### src/rtl/regfile_pkg.sv
// rtl/regfile_pkg.sv - shared constants and types for the register-file write arbiter
// Purpose: width constants, arbiter state encoding and register-file default values.
// Ports: none (package).
package regfile_pkg;

  localparam int RF_DATA_W = 32;
  localparam int RF_ADDR_W = 5;

  typedef enum logic {
    INIT = 1'b0,
    RUN  = 1'b1
  } state_e;

  // Values the register file reloads while rf_reset is held.
  localparam logic [RF_DATA_W-1:0] X1_RESET  = 32'd1;
  localparam logic [RF_DATA_W-1:0] X29_RESET = 32'd252;

endpackage

### src/rtl/rr_arbiter2.sv
// rtl/rr_arbiter2.sv - two-requester round-robin grant
// Purpose: grants one of two requesters; on a tie the one not granted last wins.
// Ports:
//   clk, reset     clock, asynchronous active-high reset
//   en             grants allowed this cycle
//   req0, req1     requests
//   update         a grant was taken this cycle; remember who won
//   gnt0, gnt1     one-hot-or-zero grant, purely combinational from inputs and rr_last
module rr_arbiter2 (
  input  logic clk,
  input  logic reset,
  input  logic en,
  input  logic req0,
  input  logic req1,
  input  logic update,
  output logic gnt0,
  output logic gnt1
);

  // rr_last: 0 = ch0 granted last, 1 = ch1 granted last. Resets to 1 so ch0 wins the first tie.
  logic rr_last_q, rr_last_d;

  always_comb begin
    gnt0      = en & req0 & (~req1 | rr_last_q);
    gnt1      = en & req1 & (~req0 | ~rr_last_q);
    rr_last_d = rr_last_q;
    if (update) rr_last_d = gnt1;
  end

  always_ff @(posedge clk or posedge reset) begin
    if (reset) rr_last_q <= 1'b1;
    else       rr_last_q <= rr_last_d;
  end

endmodule

### src/rtl/regfile_write_arbiter.sv
// rtl/regfile_write_arbiter.sv - round-robin owner of the register-file write port
// Purpose: holds the register file in reset for INIT_CYCLES edges after reset release,
//   then shares the single write port between ch0 (ALU) and ch1 (load) with valid/ready.
//   Writes to x0 are accepted but suppressed and flagged on x0_drop.
// Optional: REGFILE_WRITE_ARBITER_BYPASS_EN adds write-to-read forwarding on two read ports.
// Ports:
//   clk, reset                      clock, asynchronous active-high reset
//   reqN_valid/addr/data/ready      requester channel N (N = 0, 1)
//   rf_reset                        register-file synchronous reset
//   rf_wr_en/addr/data              register-file write port (registered)
//   init_done                       high in RUN
//   x0_drop                         one-cycle pulse after an accepted x0 write
//   rd_addrN, rf_rdataN, rd_dataN   bypass read ports (only with the macro)
module regfile_write_arbiter
  import regfile_pkg::*;
#(
  parameter int DATA_W      = RF_DATA_W,
  parameter int ADDR_W      = RF_ADDR_W,
  parameter int INIT_CYCLES = 2
) (
  input  logic              clk,
  input  logic              reset,
  input  logic              req0_valid,
  input  logic [ADDR_W-1:0] req0_addr,
  input  logic [DATA_W-1:0] req0_data,
  output logic              req0_ready,
  input  logic              req1_valid,
  input  logic [ADDR_W-1:0] req1_addr,
  input  logic [DATA_W-1:0] req1_data,
  output logic              req1_ready,
  output logic              rf_reset,
  output logic              rf_wr_en,
  output logic [ADDR_W-1:0] rf_wr_addr,
  output logic [DATA_W-1:0] rf_wr_data,
  output logic              init_done,
  output logic              x0_drop
`ifdef REGFILE_WRITE_ARBITER_BYPASS_EN
  ,
  input  logic [ADDR_W-1:0] rd_addr1,
  input  logic [ADDR_W-1:0] rd_addr2,
  input  logic [DATA_W-1:0] rf_rdata1,
  input  logic [DATA_W-1:0] rf_rdata2,
  output logic [DATA_W-1:0] rd_data1,
  output logic [DATA_W-1:0] rd_data2
`endif
);

  localparam logic [3:0] INIT_CNT = 4'(INIT_CYCLES);

  state_e            state_q, state_d;
  logic [3:0]        cnt_q, cnt_d;
  logic              wr_en_q, wr_en_d;
  logic [ADDR_W-1:0] wr_addr_q, wr_addr_d;
  logic [DATA_W-1:0] wr_data_q, wr_data_d;
  logic              drop_q, drop_d;

  logic              gnt0, gnt1, xfer;
  logic [ADDR_W-1:0] sel_addr;
  logic [DATA_W-1:0] sel_data;

  rr_arbiter2 u_rr (
    .clk    (clk),
    .reset  (reset),
    .en     (state_q == RUN),
    .req0   (req0_valid),
    .req1   (req1_valid),
    .update (xfer),
    .gnt0   (gnt0),
    .gnt1   (gnt1)
  );

  always_comb begin
    req0_ready = gnt0;
    req1_ready = gnt1;
    xfer       = gnt0 | gnt1;
    sel_addr   = gnt1 ? req1_addr : req0_addr;
    sel_data   = gnt1 ? req1_data : req0_data;

    state_d   = state_q;
    cnt_d     = cnt_q;
    wr_en_d   = 1'b0;
    wr_addr_d = wr_addr_q;
    wr_data_d = wr_data_q;
    drop_d    = 1'b0;

    if (state_q == INIT) begin
      cnt_d = cnt_q - 4'd1;
      if (cnt_q == 4'd1) state_d = RUN;
    end

    if (xfer) begin
      wr_addr_d = sel_addr;
      wr_data_d = sel_data;
      wr_en_d   = (sel_addr != '0);
      drop_d    = (sel_addr == '0);
    end
  end

  always_ff @(posedge clk or posedge reset) begin
    if (reset) begin
      state_q   <= INIT;
      cnt_q     <= INIT_CNT;
      wr_en_q   <= 1'b0;
      wr_addr_q <= '0;
      wr_data_q <= '0;
      drop_q    <= 1'b0;
    end else begin
      state_q   <= state_d;
      cnt_q     <= cnt_d;
      wr_en_q   <= wr_en_d;
      wr_addr_q <= wr_addr_d;
      wr_data_q <= wr_data_d;
      drop_q    <= drop_d;
    end
  end

  assign rf_reset   = (state_q == INIT);
  assign init_done  = (state_q == RUN);
  assign rf_wr_en   = wr_en_q;
  assign rf_wr_addr = wr_addr_q;
  assign rf_wr_data = wr_data_q;
  assign x0_drop    = drop_q;

`ifdef REGFILE_WRITE_ARBITER_BYPASS_EN
  // The register file's read data is captured on the same edge that commits the write,
  // so it shows the old value. Capture that committed write alongside the read address
  // and substitute its data when they match.
  logic              byp_en_q, byp_en_d;
  logic [ADDR_W-1:0] byp_addr_q, byp_addr_d;
  logic [DATA_W-1:0] byp_data_q, byp_data_d;
  logic [ADDR_W-1:0] rd_addr1_q, rd_addr1_d;
  logic [ADDR_W-1:0] rd_addr2_q, rd_addr2_d;

  always_comb begin
    byp_en_d   = wr_en_q;
    byp_addr_d = wr_addr_q;
    byp_data_d = wr_data_q;
    rd_addr1_d = rd_addr1;
    rd_addr2_d = rd_addr2;
    rd_data1   = rf_rdata1;
    rd_data2   = rf_rdata2;
    if (byp_en_q && (rd_addr1_q != '0) && (rd_addr1_q == byp_addr_q)) rd_data1 = byp_data_q;
    if (byp_en_q && (rd_addr2_q != '0) && (rd_addr2_q == byp_addr_q)) rd_data2 = byp_data_q;
  end

  always_ff @(posedge clk or posedge reset) begin
    if (reset) begin
      byp_en_q   <= 1'b0;
      byp_addr_q <= '0;
      byp_data_q <= '0;
      rd_addr1_q <= '0;
      rd_addr2_q <= '0;
    end else begin
      byp_en_q   <= byp_en_d;
      byp_addr_q <= byp_addr_d;
      byp_data_q <= byp_data_d;
      rd_addr1_q <= rd_addr1_d;
      rd_addr2_q <= rd_addr2_d;
    end
  end
`endif

endmodule

### config.mk
export PLATFORM = sky130hd
export DESIGN_NAME = regfile_write_arbiter
export DESIGN_NICKNAME = d
export VERILOG_FILES = /design/src/rtl/regfile_pkg.sv /design/src/rtl/rr_arbiter2.sv /design/src/rtl/regfile_write_arbiter.sv
export SDC_FILE = /design/constraint.sdc
export NUM_CORES = 1
export LEC_CHECK = 0
export CORE_ASPECT_RATIO = 0.8
export CORE_MARGIN = 4
export CORE_UTILIZATION = 35
export CTS_CLUSTER_SIZE = 28
export DETAILED_ROUTE_END_ITERATION = 8
export GPL_ROUTABILITY_DRIVEN = 0
export PLACE_DENSITY = 0.77
export SYNTH_ARGS = -nofsm -noshare
export SYNTH_HDL_FRONTEND = slang
export SYNTH_SLANG_ARGS = --single-unit
### constraint.sdc
create_clock -name clk -period 1.7 [get_ports clk]
set_input_delay 0.51 -clock clk [delete_from_list [all_inputs] [get_ports clk]]
set_output_delay 0.51 -clock clk [all_outputs]
set_load 0.05 [all_outputs]
==> results of run 1 <==
-- worst paths after layout --
| kind | from | endpoint | slack, ns | cells past startpoint |
|---|---|---|---|---|
| worst min register to register | cnt_q[3] | cnt_q[3] | 0.50 | 1 |
| worst max register to register | u_rr.rr_last_q | rf_wr_data[12] | 0.07 | 6 |
| worst min-delay path | cnt_q[3] | cnt_q[3] | 0.50 | 1 |
| min in group asynchronous | reset | rf_wr_data[27] | 0.55 | 3 |
| worst max-delay path | u_rr.rr_last_q | req0_ready | -0.07 | 4 |
| max in group asynchronous | reset | rf_wr_data[31] | 0.90 | 3 |
-- cells in the final DEF, fill, tap and decap left out, types with 3 or more instances in the layout --
master           count
nor2_1               9
buf_4               22
a31oi_1              6
clkbuf_8             5
o221a_1              4
clkdlybuf4s50_1     75
clkbuf_1             3
o21ai_0              5
dfrtp_1             42
or3_1               32
buf_12              44
nand2_1              5
nand3_1              5
o221a_2             28
-- cell usage after synthesis (5+ instances only) --
library cell / number
a31oi_1: 6
buf_6: 8
clkbuf_1: 5
dfrtp_1: 43
inv_1: 6
nand2_1: 7
nand3_1: 5
nor2_1: 9
o21ai_0: 5
o221a_2: 28
or3_1: 32
-- metrics by stage --
stage	setup WS, ns	hold WS [ns]	util, %
2_1_floorplan	-0.260	0.443	-
3_3_place_gp	-0.386	0.458	65.6
3_5_place_dp	-0.414	0.458	65.6
4_1_cts	-0.0864	0.504	67.9
5_1_grt	-0.115	0.540	68.1
6_report	-0.0664	0.500	68.1
-- per-layer routing --
layer / vias to the layer above / part of all wire [%] / global-route usage, %
li1: 950 / - / -
met1: 963 / 40 / 21.7
met2: 74 / 52 / 31.4
met3: 2 / 7.8 / 5.65
met4: 0 / 0.18 / 2.13
met5: - / 0 / 0
-- worst register-to-register path, delay by kind of cell (launching register included) --
family | cells | cell delay, ns
DFF | 1 | 0.56
buffers and inverters | 3 | 0.46
AOI/OAI and AO/OA | 2 | 0.34
and+or+nand+nor | 1 | 0.16
-- cell type report --
type,instances,area share (%)
tap,81,2.52
inverter,6,0.714
timing repair buffer,143,45.2
sequential,45,28.0
multi-input combinational,113,21.6
clock buffer,8,1.99
-- where the power goes --
group	switching (W)	internal, W
logic	0.000695	0.000798
clock network	0.000319	0.000292
registers	0.000133	0.00119
total	0.00115	0.00228
-- state kept, by name (all words and copies together) (netlist names) --
| signal | count |
|---|---|
| cnt_q | 4 |
| init_done | 1 |
| rf_wr_addr | 5 |
| rf_wr_data | 32 |
| rf_wr_en | 1 |
| u_rr.rr_last_q | 1 |
| x0_drop | 1 |
-- cells by family after synthesis --
kind of cell / Yosys count / share of synthesized area [%]
AOI/OAI and AO/OA: 47 / 21.5
and+or+nand+nor: 60 / 15.6
xor gates and xnor gates: 3 / 1.23
DFF: 45 / 52.6
buffers and inverters: 24 / 7.41
adders and majority gates: 2 / 1.17
muxes: 1 / 0.467
-- repair_timing --
item | CTS | global route
pin swaps | 4 | 1
setup buffers | 6 | 2
gates resized for setup | 10 | 1
endpoints found under the setup margin | 40 | 3
==> results.toml, run 1 <==
[final_layout]
antenna_cells = 0
syn2layout_area_growth_pct = 87.9
regArea_sq_um = 1130
multi_input_area_sq_um = 870
fill_cells = 432
nNetsFinal = 394
final_cell_count_no_fill = 396
final_area_sq_um = 4030
drive_above_1_share_pct = 36.2

[route]
via_per_inst = 5.02
drt_first_pass_iters = 4
wl_per_cell_um = 16.6
wl_um = 6590
drc_errors = 0
vias = 1989
ant_nets = 0
drtIter0Drc = 70

[floorplan]
fp.dieArea_sq_um = 7450
io_pins = 121
start_util_pct = 36.3
chipHeight_um = 78.0
fp.dieW_um = 95.5
num_rows = 25
core_sq_um = 5910

[yosys]
ys_warn_count = 0
ys_top_cells_by_area = "dfrtp_1 50%, o221a_2 15%, or3_1 9.3%, buf_6 4.2%, dfstp_2 2.5%"
yosysSeqAreaShare_pct = 52.6
syn_area_per_cell_sq_um = 11.8
yosysTopAreaCell = "dfrtp_1"
synth_flop_cell = "dfrtp_1"
syn_nets = 262
synth-edff-count = 0
synth_top_area_share_pct = 50.2
synth-seq-cells = 45
yosysUniqueCellTypes = 28
synthArstFlopShare_pct = 100
synthCells = 182
syn_area_sq_um = 2140

[timing]
min_period_ns = 1.77
finClkSkew_ns = 0.00586
slew_headroom_pct = 69.9
fin_ws_ns = -0.0664
drv_slew = 0
max_freq_ghz = 0.566
min_period_over_period_pct = 104
final_hold_viol_count = 0
rsz0062_at_grt = "yes"
fin_tns_setup_ns = -0.129
finalSetupViolCount = 2
worst_pin_slew_ns = 0.452

[setup_path]
cp.buffers_inverters = 2
crit_required_ns = 1.19
cpPeakStageDelay_ns = 0.56
cpMaxStageDelayCell = "dfstp_2"
worstSetupStartpointType = "flip-flop"
critPathTopFamily = "flip-flops"
crit_chain = "and2_4 -> o21ai_4 -> inv_2 -> buf_12"
path_class = "reg -> out"
cp_data_arrival_time_ns = 1.26
worstSetupEndpointType = "primary output"
critPathMaxFanout = 3

[clock_network]
ctsHoldBuffers = 0
clkLatencyLatePin_ns = 0.28
clock-sinks = 45
cts-htree-levels = 2
clk_path_buf_depth = 2
numCtsBuffers = 5
clock-root-buffer = "clkbuf_8"
path_clk_slew_ns = 0.07
cts_tree = "done"

[placed_design]
post-dp-hpwl_um = 5120
placed_area_sq_um = 3880
io_buffers = 120
place_inst = 380

[pwr]
leakagePower_nw = 1.66
power.total_w = 0.00343
ir_drop_mv = 0.406
pwr_density_cell_nw_per_um2 = 851

[flow_run]
cap_violations = 0

[grt]
grt_max_degree = 43
antenna_found_initial = 0
grt_pass1_vias = 2080
grt_pass1_wl_um = 10400
grt.total_usage_pct = 17.8
grt_overflow = 0

[worst_hold_path]
min_path_type = "reg -> reg"

[run_status]
violations = "setup timing"
outcome = "complete, but fails checks"
No activity file was read; power rests on OpenSTA's default activity.
==> run 2: changes to the inputs <==
--- a/config.mk
+++ b/config.mk
@@ -6,12 +6,14 @@
 export NUM_CORES = 1
 export LEC_CHECK = 0
 export CORE_ASPECT_RATIO = 0.8
-export CORE_MARGIN = 4
+export CORE_MARGIN = 2
 export CORE_UTILIZATION = 35
 export CTS_CLUSTER_SIZE = 28
 export DETAILED_ROUTE_END_ITERATION = 8
 export GPL_ROUTABILITY_DRIVEN = 0
 export PLACE_DENSITY = 0.77
+export SKIP_CTS_REPAIR_TIMING = 1
+export SLEW_MARGIN = 0
 export SYNTH_ARGS = -nofsm -noshare
 export SYNTH_HDL_FRONTEND = slang
 export SYNTH_SLANG_ARGS = --single-unit
==> run 2 against run 1 <==
  * The flow still finishes with violations (setup timing)
  * Wire length decreased by 0.58%
  * Final area decreased by 0.93%
  * Worst hold slack got worse by 0.010 ns
  * Sequential power about the same
  * Clock skew increased by 0.0061 ns
  * Critical path depth unchanged
  * Sequential share of layout area increased by 0.26 points
  * Clock power increased by 4.9%
  * Non-clock buffer count decreased by 7
  * Final cell count decreased by 1.8%
  * Critical path type unchanged
  * Critical endpoint is now req1_ready
  * Largest cell class unchanged
==> results.toml, run 2 (synthesis results as in run 1) <==
[route]
ant_nets = 0
via_per_inst = 5.13
drtIter0Drc = 49
vias = 1995
wl_um = 6550
wl_per_cell_um = 16.8
drt_first_pass_iters = 4
drc_errors = 0

[placed_design]
post-dp-hpwl_um = 4950
io_buffers = 120
placed_area_sq_um = 3840
dp_slack_ns = -0.393

[timing]
min_period_over_period_pct = 105
finClkSkew_ns = 0.0120
slew_headroom_pct = 70.0
finalSetupViolCount = 2
min_period_ns = 1.79
fin_ws_ns = -0.0923
final_hold_viol_count = 0
drv_slew = 0
worst_pin_slew_ns = 0.450
rsz0062_at_grt = "yes"
max_freq_ghz = 0.558

[grt]
grt_overflow = 0
grt_pass1_vias = 2068
grt.total_usage_pct = 19.4
antenna_found_initial = 0
grt_pass1_wl_um = 10300
grt_max_degree = 43

[setup_path]
cp_data_arrival_time_ns = 1.28
rr_endpoint = "rf_wr_data[2]"
ff2ff_path_depth = 5
worstSetupStartpointType = "flip-flop"
worstReg2RegStart = "u_rr.rr_last_q"
rrSetupSlack_ns = 0.22
critPathMaxFanout = 4
worstSetupEndpointType = "primary output"
path_class = "reg -> out"
crit_required_ns = 1.19

[clock_network]
clock-root-buffer = "clkbuf_8"
path_clk_slew_ns = 0.08
clk_path_buf_depth = 2
clkLatencyLatePin_ns = 0.29
clock-sinks = 45
cts_tree = "done"
numCtsBuffers = 5
cts-htree-levels = 2

[floorplan]
chipHeight_um = 74.0
core_sq_um = 5910
start_util_pct = 36.3
fp.dieW_um = 91.5
num_rows = 25
io_pins = 121
fp.dieArea_sq_um = 6770

[final_layout]
final_area_sq_um = 3990
layout_commonest_cell = "clkdlybuf4s50_1"
drive_above_1_share_pct = 35.4
antenna_cells = 0
nNetsFinal = 387
fill_cells = 437
syn2layout_area_growth_pct = 86.1
final_cell_mix = "75 x clkdlybuf4s50_1, 44 x buf_12, 42 x dfrtp_1, 32 x or3_1, 28 x o221a_2"
largest_reg_flops = 32

[pwr]
ir_drop_mv = 0.451
pwr_density_cell_nw_per_um2 = 858
leakagePower_nw = 1.65

[flow_run]
cap_violations = 0

[run_status]
violations = "setup timing"
outcome = "complete, but fails checks"

[worst_hold_path]
hp-start = "cnt_q[3]"
holdPathEnd = "cnt_q[3]"
hold_depth = 1
min_path_type = "reg -> reg"
## run 2: routing by layer
layer | vias to the layer above | GRT usage (%) | part of all wire (%)
met5 | - | 0 | 0
met4 | 0 | 3.87 | 0.70
met3 | 6 | 5.88 | 6.3
met2 | 76 | 35.0 | 52
met1 | 974 | 23.4 | 41
li1 | 939 | - | -
## run 2: critical path: stages (launching register included)
cell and delay (ns):
dfstp_2 0.57, nand2_2 0.08, nand2_4 0.09, clkinvlp_4 0.10
buf_12 0.16
## run 2: how the worst max path moves through the flow
stage,from,endpoint,slack (ns)
after floorplan,init_done,req0_ready,-0.26
after global placement,req1_valid,req1_ready,-0.36
after detailed placement,req1_valid,req1_ready,-0.39
after CTS,req1_valid,req1_ready,-0.39
after global routing,u_rr.rr_last_q,req1_ready,-0.16
final,u_rr.rr_last_q,req1_ready,-0.09
## run 2: where the power goes
group          switching, W  leakage (nW)  internal (W)
Clock              0.000358        0.0439      0.000284
Combinational      0.000687          1.08      0.000769
Sequential         0.000135         0.518       0.00119
## run 2: final cells by class
type / count / area [sq um] / area share, %
Timing Repair Buffer: 136 / 1770 / 44.4
Clock inverter: 3 / 17.5 / 0.439
Inverter: 6 / 30.0 / 0.752
Multi-Input combinational cell: 113 / 871 / 21.8
Clock buffer: 5 / 68.8 / 1.72
Tap cell: 81 / 101 / 2.54
Sequential cell: 45 / 1130 / 28.3
## run 2: per-stage QoR
stage | TNS (ns) | instances | hold slack, ns | util (%) | power, W
finish | -0.174 | 389 | 0.490 | 67.5 | 0.00342
global route | -0.295 | 389 | 0.517 | 67.5 | 0.00356
CTS | -1.22 | 384 | 0.490 | 66.4 | 0.00345
global placement | -12.09 | 376 | 0.460 | 64.9 | 0.00278
detailed placement | -13.11 | 376 | 0.471 | 64.9 | 0.00281
floorplan | -0.321 | 182 | 0.443 | - | 0.00198
==> patch (config.mk and constraints of run 2) <==
Add a define of `REGFILE_WRITE_ARBITER_BYPASS_EN`.
--- a/src/rtl/regfile_write_arbiter.sv
+++ b/src/rtl/regfile_write_arbiter.sv
@@ -12,4 +12,6 @@
 //   x0_drop                         one-cycle pulse after an accepted x0 write
 //   rd_addrN, rf_rdataN, rd_dataN   bypass read ports (only with the macro)
+`define REGFILE_WRITE_ARBITER_BYPASS_EN
+
 module regfile_write_arbiter
   import regfile_pkg::*;
Ports: changed (6 added); port bits go from 121 to 259. No check against the original RTL was run, so the function may have changed too.
==> patch against run 2 <==
  * The flow still finishes with violations (setup timing)
  * Power up 110%
  * Critical endpoint is now rd_data2[8]
  * Sequential power rose by 100%
  * Sequential cell count is 48 higher
  * Worst setup slack worse by 0.88 ns
  * Highest routed layer unchanged
  * Final area is 110% higher
  * Synthesized area up 100%
  * Hold slack got worse by 0.064 ns
  * Routed wire length rose by 120%
  * Count of clock-buffer cells in the layout grew 7
  * Non-clock buffer count is 150 higher
  * Critical path depth up 3
  * Register-to-register slack lost 0.05 ns
  * Clock skew shrank 0.0040 ns
==> patch: results (changes against run 2) <==
insertion_delay_ns: 0.33  # was 0.29 ns
vias_per_cell: 4.853  # was 5.129
grt_pass1_vias: 3629  # was 2068
fin_nets: 772  # was 387
path_clk_slew_ns: 0.06  # was 0.08 ns
cts_made_buffers: 9  # was 5
relSlewSlack_pct: 74.51  # was 69.97%
n_antenna_cell: 0  # unchanged
io_buffers: 258  # was 120
place_hpwl_um: 10580  # was 4954 um
cts-root-buf: "clkbuf_16"  # was clkbuf_8
grt_first_pass_wirelength_um: 19490  # was 10260 um
ys_types: 26  # was 28
skew_ns: 0.008019  # was 0.01197 ns
hold_start: "rf_wr_en"  # was cnt_q[3]
ys_seq_area_share_pct: 54.29  # was 52.63%
drt_wl_total_um: 14680  # was 6552 um
cp_max_fo: 6  # was 4
min_path_cells: 0  # was 1
finalSetupViolations: 66  # was 2
antenna_found_initial: 0  # unchanged
ir_worst_vdd_uv: 664.9  # was 451.1 uV
hold_end: "byp_en_q"  # was cnt_q[3]
synthArstFlopShare_pct: 100.0  # unchanged
finalWorstSetupSlack_ns: -0.9680  # was -0.09233 ns
yosysWarnings: 0  # unchanged
drive_above_1_share_pct: 36.50  # was 35.39%
track_usage_pct: 19.38  # was 19.37%
rr_worst_depth: 5  # unchanged
clock_path_buffers: 2  # unchanged
reg2reg_from: "u_rr.rr_last_q"  # unchanged
ys.flop_type: "dfrtp_1"  # unchanged
status: "complete, but fails checks"  # unchanged
drt_iter0_drc: 166  # was 49
min-delay-path-class: "flip-flop to flip-flop"  # unchanged
fillerInstances: 831  # was 437
cts.htree.levels: 3  # was 2
grt_max_degree: 49  # was 43
synth_common_cells: "dfrtp_1, nor2_1, mux2_4"  # was dfrtp_1, or3_1, o221a_2
violations: "setup timing"  # unchanged
place_ws_ns: -0.6097  # was -0.3929 ns
firstDrtPassIters: 4  # unchanged
arrival_ns: 2.16  # was 1.28 ns
ys_top_cells_by_area: "dfrtp_1, mux2_4, nor2_1"  # was dfrtp_1, o221a_2, or3_1
p_leak_uw: 0.003612  # was 0.001645 uW
syn-num-nets: 493  # was 262
reg2reg_slack_ns: 0.17  # was 0.22 ns
reg2reg_to: "rf_wr_en"  # was rf_wr_data[2]
==> patch: cell count changes after synthesis, moves of 8 or more <==
cell,delta
nor2_1,+63
mux2_4,+60
dfrtp_1,+48
or3_1,-32
o22ai_1,+31
o221a_2,-28
xnor2_1,+8
==> patch: layout make-up <==
type,instances,area share (%)
flip-flops and latches,93,27.96
inverters,7,0.5852
well taps,152,2.281
clock buffers,12,2.956
clock inverters,3,0.5552
multi-input cells,221,22.34
repair buffers,286,43.32
==> patch: worst max path at each step <==
| stage | startpoint | endpoint | slack (ns) |
|---|---|---|---|
| 2_1_floorplan | rd_addr1_q[2] | rd_data1[10] | -0.36 |
| 3_3_place_gp | byp_addr_q[0] | rd_data2[31] | -0.53 |
| 3_5_place_dp | byp_addr_q[0] | rd_data2[31] | -0.61 |
| 4_1_cts | byp_addr_q[4] | rd_data2[31] | -0.97 |
| 5_1_grt | rd_addr2_q[0] | rd_data2[7] | -1.08 |
| 6_report | byp_addr_q[3] | rd_data2[8] | -0.97 |
==> patch: report_power, final <==
part,internal [uW],switching (uW)
sequential,2450,242
combinational,1310,1310
clock,1180,800
total,4940,2350
==> patch: cells by family after synthesis <==
logic type                 after synthesis  synth area share, %
AOI/OAI and AO/OA                       45                7.493
muxes                                   71                23.67
buffers and inverters                   25                3.294
xor gates and xnor gates                11                2.245
and+or+nand+nor                         92                8.426
adders and majority gates                2               0.5830
DFF                                     93                54.29
==> patch: critical path: stages, from the launching register on <==
cell,delay (ns)
dfrtp_1,0.40
xnor2_1,0.19
nand3_1,0.15
a211oi_4,0.30
buf_6,0.17
clkbuf_16,0.16
mux2_4,0.30
buf_6,0.15
==> patch: metrics by stage <==
stage          std cells  utilization, %  hold slack [ns]  TNS [ns]  instance area [um2]
2_1_floorplan        339               -           0.4426    -22.69                 4347
3_3_place_gp         746           62.83           0.4229    -42.57                 7585
3_5_place_dp         746           62.83           0.4177    -47.47                 7585
4_1_cts              761           65.26           0.4255    -59.10                 7878
5_1_grt              774           69.07           0.4316    -65.27                 8338
6_report             774           69.07           0.4260    -58.24                 8338
==> patch: layer usage <==
| layer | wire [um] | vias up | GRT usage (%) |
|---|---|---|---|
| li1 | - | 1737 | - |
| met1 | 5542 | 1840 | 22.49 |
| met2 | 8032 | 156 | 36.98 |
| met3 | 819 | 23 | 4.878 |
| met4 | 285 | 0 | 3.381 |
| met5 | 0 | - | 0 |
